==> src/rtl/mmips_defs_pkg.sv <==
// Shared encodings for the mMIPS multicycle controller: opcodes, FSM states,
// datapath mux selects and trap causes.
package mmips_defs;

  typedef enum logic [3:0] {
    S_RST    = 4'd0,
    S_FETCH  = 4'd1,
    S_DECODE = 4'd2,
    S_MEMADR = 4'd3,
    S_MEMRD  = 4'd4,
    S_MEMWB  = 4'd5,
    S_MEMWR  = 4'd6,
    S_EXEC   = 4'd7,
    S_RWB    = 4'd8,
    S_ADDIWB = 4'd9,
    S_BRANCH = 4'd10,
    S_JUMP   = 4'd11,
    S_TRAP   = 4'd12
  } state_t;

  localparam logic [5:0] OP_RTYPE = 6'h00;
  localparam logic [5:0] OP_LW    = 6'h23;
  localparam logic [5:0] OP_SW    = 6'h2B;
  localparam logic [5:0] OP_BEQ   = 6'h04;
  localparam logic [5:0] OP_ADDI  = 6'h08;
  localparam logic [5:0] OP_J     = 6'h02;

  localparam logic [1:0] ALU_ADD   = 2'd0;
  localparam logic [1:0] ALU_SUB   = 2'd1;
  localparam logic [1:0] ALU_FUNCT = 2'd2;

  localparam logic [1:0] PC_ALU    = 2'd0;
  localparam logic [1:0] PC_ALUOUT = 2'd1;
  localparam logic [1:0] PC_JUMP   = 2'd2;

  localparam logic [1:0] SRCB_RT     = 2'd0;
  localparam logic [1:0] SRCB_FOUR   = 2'd1;
  localparam logic [1:0] SRCB_IMM    = 2'd2;
  localparam logic [1:0] SRCB_IMM_SH = 2'd3;

  localparam logic [1:0] CAUSE_NONE    = 2'd0;
  localparam logic [1:0] CAUSE_ILLEGAL = 2'd1;
  localparam logic [1:0] CAUSE_TIMEOUT = 2'd2;

  function automatic logic is_mem_state(input state_t s);
    return (s == S_FETCH) || (s == S_MEMRD) || (s == S_MEMWR);
  endfunction

endpackage

==> src/rtl/mmips_mem_timeout.sv <==
// Watchdog for an outstanding memory request; expire is combinational so the
// FSM can leave on the TIMEOUT_CYC-th unanswered request cycle.
module mmips_mem_timeout #(
  parameter int TIMEOUT_CYC = 255
) (
  input  logic clk,
  input  logic rst_n,
  input  logic clear,
  input  logic req,
  input  logic ready,
  output logic expire
);

  localparam int CW = $clog2(TIMEOUT_CYC + 1);

  logic [CW-1:0] cnt;

  assign expire = req && !ready && (cnt == CW'(TIMEOUT_CYC - 1));

  always_ff @(posedge clk or negedge rst_n) begin
    if (!rst_n) begin
      cnt <= '0;
    end else if (clear || ready) begin
      cnt <= '0;
    end else if (req) begin
      cnt <= cnt + CW'(1);
    end
  end

endmodule

==> src/rtl/mmips_ctrl_fsm.sv <==
// Multicycle mMIPS control FSM: sequences fetch/decode/execute/mem/writeback,
// owns the memory req/ready handshake, traps on illegal opcode or timeout.
module mmips_ctrl_fsm
  import mmips_defs::*;
#(
  parameter int TIMEOUT_CYC = 255,
  parameter int CNT_W       = 32
) (
  input  logic             clk,
  input  logic             rst_n,
  input  logic [5:0]       opcode,
  input  logic [5:0]       funct,
  input  logic             zero,
  input  logic             mem_ready,
  output logic             mem_req,
  output logic             mem_we,
  output logic             iord,
  output logic             ir_write,
  output logic             pc_write,
  output logic             pc_write_c,
  output logic [1:0]       pc_src,
  output logic             alu_src_a,
  output logic [1:0]       alu_src_b,
  output logic [1:0]       alu_op,
  output logic             reg_write,
  output logic             reg_dst,
  output logic             mem_to_reg,
  output logic             trap,
  output logic [1:0]       trap_cause,
  output logic [CNT_W-1:0] retired
);

  state_t     state, next_state;
  logic [5:0] op_q;
  logic [1:0] next_cause;
  logic       retire;
  logic       expire;
  logic       tmo_clear;

  // funct belongs to the ALU controller and zero is gated by the datapath via pc_write_c.
  logic unused_inputs;
  assign unused_inputs = ^{funct, zero};

  assign tmo_clear = (next_state != state) && is_mem_state(next_state);

  mmips_mem_timeout #(.TIMEOUT_CYC(TIMEOUT_CYC)) u_timeout (
    .clk    (clk),
    .rst_n  (rst_n),
    .clear  (tmo_clear),
    .req    (mem_req),
    .ready  (mem_ready),
    .expire (expire)
  );

  always_comb begin
    next_state = state;
    next_cause = CAUSE_NONE;
    retire     = 1'b0;
    mem_req    = 1'b0;
    mem_we     = 1'b0;
    iord       = 1'b0;
    ir_write   = 1'b0;
    pc_write   = 1'b0;
    pc_write_c = 1'b0;
    pc_src     = PC_ALU;
    alu_src_a  = 1'b0;
    alu_src_b  = SRCB_RT;
    alu_op     = ALU_ADD;
    reg_write  = 1'b0;
    reg_dst    = 1'b0;
    mem_to_reg = 1'b0;
    trap       = 1'b0;
    case (state)
      S_RST: next_state = S_FETCH;
      S_FETCH: begin
        mem_req   = 1'b1;
        alu_src_b = SRCB_FOUR;
        if (mem_ready) begin
          ir_write   = 1'b1;
          pc_write   = 1'b1;
          next_state = S_DECODE;
        end else if (expire) begin
          next_state = S_TRAP;
          next_cause = CAUSE_TIMEOUT;
        end
      end
      S_DECODE: begin
        alu_src_b = SRCB_IMM_SH;
        case (opcode)
          OP_RTYPE:              next_state = S_EXEC;
          OP_LW, OP_SW, OP_ADDI: next_state = S_MEMADR;
          OP_BEQ:                next_state = S_BRANCH;
          OP_J:                  next_state = S_JUMP;
          default: begin
            next_state = S_TRAP;
            next_cause = CAUSE_ILLEGAL;
          end
        endcase
      end
      S_MEMADR: begin
        alu_src_a = 1'b1;
        alu_src_b = SRCB_IMM;
        case (op_q)
          OP_LW:   next_state = S_MEMRD;
          OP_SW:   next_state = S_MEMWR;
          OP_ADDI: next_state = S_ADDIWB;
          default: begin
            next_state = S_TRAP;
            next_cause = CAUSE_ILLEGAL;
          end
        endcase
      end
      S_MEMRD: begin
        mem_req = 1'b1;
        iord    = 1'b1;
        if (mem_ready) begin
          next_state = S_MEMWB;
        end else if (expire) begin
          next_state = S_TRAP;
          next_cause = CAUSE_TIMEOUT;
        end
      end
      S_MEMWB: begin
        reg_write  = 1'b1;
        mem_to_reg = 1'b1;
        next_state = S_FETCH;
        retire     = 1'b1;
      end
      S_MEMWR: begin
        mem_req = 1'b1;
        iord    = 1'b1;
        mem_we  = 1'b1;
        if (mem_ready) begin
          next_state = S_FETCH;
          retire     = 1'b1;
        end else if (expire) begin
          next_state = S_TRAP;
          next_cause = CAUSE_TIMEOUT;
        end
      end
      S_EXEC: begin
        alu_src_a  = 1'b1;
        alu_src_b  = SRCB_RT;
        alu_op     = ALU_FUNCT;
        next_state = S_RWB;
      end
      S_RWB: begin
        reg_write  = 1'b1;
        reg_dst    = 1'b1;
        next_state = S_FETCH;
        retire     = 1'b1;
      end
      S_ADDIWB: begin
        reg_write  = 1'b1;
        next_state = S_FETCH;
        retire     = 1'b1;
      end
      S_BRANCH: begin
        alu_src_a  = 1'b1;
        alu_src_b  = SRCB_RT;
        alu_op     = ALU_SUB;
        pc_write_c = 1'b1;
        pc_src     = PC_ALUOUT;
        next_state = S_FETCH;
        retire     = 1'b1;
      end
      S_JUMP: begin
        pc_write   = 1'b1;
        pc_src     = PC_JUMP;
        next_state = S_FETCH;
        retire     = 1'b1;
      end
      S_TRAP: trap = 1'b1;
      default: next_state = S_RST;
    endcase
  end

  always_ff @(posedge clk or negedge rst_n) begin
    if (!rst_n) begin
      state      <= S_RST;
      op_q       <= '0;
      retired    <= '0;
      trap_cause <= CAUSE_NONE;
    end else begin
      state <= next_state;
      if (state == S_DECODE) op_q <= opcode;
      if (retire) retired <= retired + CNT_W'(1);
      if (next_state == S_TRAP && state != S_TRAP) trap_cause <= next_cause;
    end
  end

endmodule

==> config.mk <==
export PLATFORM = sky130hd
export DESIGN_NAME = mmips_ctrl_fsm
export DESIGN_NICKNAME = d
export VERILOG_FILES = /design/src/rtl/mmips_defs_pkg.sv /design/src/rtl/mmips_mem_timeout.sv /design/src/rtl/mmips_ctrl_fsm.sv
export SDC_FILE = /design/constraint.sdc
export NUM_CORES = 1
export LEC_CHECK = 0
export CORE_MARGIN = 8
export CORE_UTILIZATION = 54
export DETAILED_ROUTE_END_ITERATION = 16
export PLACE_DENSITY = 0.83
export SLEW_MARGIN = 20
export SYNTH_ARGS = -nofsm -noshare
export SYNTH_HDL_FRONTEND = slang
export SYNTH_HIERARCHICAL = 1
export SYNTH_SLANG_ARGS = --single-unit
==> constraint.sdc <==
create_clock -name clk -period 6.6 [get_ports clk]
set_clock_uncertainty 0.15 [all_clocks]
set_input_delay 1.32 -clock clk [delete_from_list [all_inputs] [get_ports clk]]
set_output_delay 1.32 -clock clk [all_outputs]
set_load 0.02 [all_outputs]
==> impl_metrics.json <==
{
  "outcome": "completed",
  "die_w_microns": 88.6,
  "fin_crit_ps": 4430,
  "cts_root_buf": "clkbuf_8",
  "dp_cells": 412,
  "finalNetCount": 368,
  "gp_congestion": 0.806,
  "initial_core_util_pct": 55.7,
  "r2r-end": "u_timeout/cnt[1]",
  "cp_data_arrival_time_ps": 2960,
  "synthSimpleGateAreaFrac_pct": 27.1,
  "rows": 26,
  "first_global_vias": 2292,
  "synth_edf_count": 0,
  "hold_slack_ps": 324,
  "rr_worst_depth": 12,
  "synthFlopType": "dfrtp_1",
  "wl_per_cell_microns": 14.5,
  "ioPinCount": 67,
  "finalCritPeriodShare_pct": 67.1,
  "avgSynthCellArea_sq_um": 9.68,
  "io_buffer_count": 59,
  "viasPerCell": 5.38,
  "crit_top_cell": "clkdlybuf4s50_1",
  "antenna_left": 0,
  "tritoncts": "done",
  "crit_cells": 4,
  "hp-start": "retired[31]",
  "rsz0062_at_grt": "no",
  "slew_headroom_pct": 47.3,
  "synth-seq-area-share_pct": 45.7,
  "syn2layout_area_growth_pct": 24.9,
  "cts_setup_buffers": 0,
  "r2r-start": "state[0]",
  "min-delay-path-class": "reg2reg",
  "die_y_microns": 88.6,
  "async_flop_share_pct": 100,
  "synth_top_family_by_area": "simple AND/OR/NAND/NOR gates",
  "drcViolationCount": 0,
  "ctsResizeCount": 0,
  "end_kind": "output port",
  "track_usage_pct": 16.6,
  "yosys.area_share.xor_xnor_pct": 11.1,
  "synth_warnings": 6,
  "cts.sinks": 52,
  "holdPathStages": 1,
  "ir_worst_vdd_mv": 0.220,
  "startpoint_type": "primary input",
  "crit_type": "in2out",
  "cpLargestDelayFamily": "buffers and inverters",
  "tightestPinTransition_ps": 791,
  "finalPower_mw": 1.10,
  "finalHoldViolCount": 0,
  "worstPathMaxFanout": 11,
  "crit_path_end": "pc_write",
  "core_sq_um": 5110,
  "clk_latency_ps": 300,
  "routed_wl_mm": 6.08,
  "drv_slew": 0,
  "cts_buffers": 5,
  "cp.buffers_inverters": 2,
  "synth_nets": 313,
  "ys_ff_latch": 52,
  "fmax_ghz": 0.226,
  "grt_overflow": 0,
  "synth_cell_types": 57,
  "die_area_sq_um": 7850,
  "powerDensity_nw_per_um2": 309,
  "antenna_found_initial": 0,
  "worstPathRequired_ps": 5130,
  "reg2reg_slack_ps": 2390,
  "hold_buffers": 0,
  "synth_fa_ha_area_share_pct": 1.67,
  "drt_iter0_markers": 64,
  "synth_compound_area_share_pct": 10.1,
  "synthCells": 294,
  "post_layout_nonfiller_instances": 420,
  "power_leakage_nw": 1.50,
  "post-dp-hpwl_mm": 4.65,
  "setup_viol_count_final": 0,
  "cts_max_level": 2,
  "antenna-diode-count": 0,
  "fin_tns_setup_ps": 0,
  "synth.mux.area_fraction_pct": 1.10,
  "startpoint": "mem_ready",
  "crit_slowest_cell": "clkdlybuf4s50_1",
  "drtPass1Iterations": 4,
  "cap_viol_max_count": 0,
  "grt_pass1_wl_mm": 10.4,
  "cp_slowest_stage_delay_ps": 580,
  "syn_area_sq_um": 2850,
  "drive_above_1_share_pct": 7.71,
  "fin_area_sq_um": 3550,
  "crit_chain": "clkdlybuf4s50_1, and3_1, or2_2, clkdlybuf4s50_1",
  "grt_max_degree": 53,
  "clkTransAtPathRegs_ps": 100,
  "clockBufferDepth": 2,
  "num_vias": 2260,
  "place_area_sq_um": 3460
}
[state kept, by name, summed over array words and instances (netlist names)]
signal         count
op_q               6
trap_cause         2
u_timeout/cnt      8
retired           32
state              4
[Yosys cell counts, types with 2 or more instances]
master	n	area share (%)
dfrtp_1	52	46
a22o_1	2	0.62
nand3_1	12	2.1
nand2_1	48	6.3
and4_1	6	1.8
buf_4	3	0.79
nor3b_1	2	0.53
a21boi_0	2	0.53
xor2_1	12	3.7
nand3b_1	2	0.53
buf_2	6	1.1
o211ai_1	3	0.79
inv_1	8	1.1
nor2b_1	4	0.88
xnor2_1	24	7.4
a211oi_1	3	0.79
mux2i_1	2	0.70
clkbuf_1	3	0.40
ha_1	3	1.3
nand2b_1	6	1.3
nor2_1	24	3.2
or2_2	2	0.44
a21oi_1	7	1.2
and3_1	7	1.5
a21oi_2	2	0.62
nor3_1	6	1.1
a32oi_1	2	0.62
nand4_1	8	1.8
o21ai_0	5	0.88
[layout by cell type, fill, tap and decap left out, types with 2 or more instances in the layout]
cell,Yosys,layout
a21oi_2,2,2
nor3_1,6,6
a21oi_1,7,7
nor2_1,24,24
nand2_1,48,48
clkbuf_8,0,5
and4_1,6,6
a22o_1,2,2
nand3_1,12,12
xnor2_1,24,24
nand4_1,8,8
a32oi_1,2,2
a21boi_0,2,2
nand2b_1,6,6
nor2b_1,4,4
o211ai_1,3,3
or2_2,2,2
xor2_1,12,12
and3_1,7,7
a211oi_1,3,3
dfrtp_1,52,52
o21ai_0,5,5
nor3b_1,2,2
clkdlybuf4s50_1,0,58
mux2i_1,2,2
nand3b_1,2,2
ha_1,3,3
inv_1,8,8
[per-layer routing]
layer  share of wire, %  track usage [%]  vias to the layer above
met5                  0                0                        -
met4               0.84             4.61                        0
met3                3.7             2.97                        4
met2                 52             30.0                       44
met1                 44             19.4                     1079
li1                   -                -                     1133
[area by class of cell]
cell class              instances  area [sq um]
flip-flops and latches         52          1300
repair buffers                 60           593
clock buffers                   5          68.8
fillers                       403          1550
multi-input cells             222          1450
well taps                      70          87.6
inverters                       8          30.0
clock inverters                 3          22.5
[power by group]
part	switching (mW)	total [mW]	internal [mW]	leakage, nW
Sequential	0.0847	0.455	0.370	0.683
Clock	0.104	0.180	0.0761	0.0485
Combinational	0.256	0.465	0.209	0.766
[kinds of logic after synthesis]
logic type | Yosys count
mux | 3
simple gates | 142
xor+xnor | 36
flops | 52
fa+ha+maj | 4
compound gates | 37
buf+inv | 20
[worst min-delay path by stage]
stage	to	slack [ps]
3_5_place_dp	retired[31]	310
5_1_grt	op_q[4]	360
4_1_cts	retired[31]	330
2_1_floorplan	op_q[4]	300
3_3_place_gp	retired[31]	310
6_report	retired[31]	320
[metrics by stage]
| stage | setup WS, ps | util (%) |
|---|---|---|
| 2_1_floorplan | 2970 | - |
| 3_3_place_gp | 2180 | 67.8 |
| 3_5_place_dp | 2180 | 67.8 |
| 4_1_cts | 2180 | 69.6 |
| 5_1_grt | 2030 | 69.6 |
| 6_report | 2170 | 69.6 |
(Power assumes the default switching activity.)
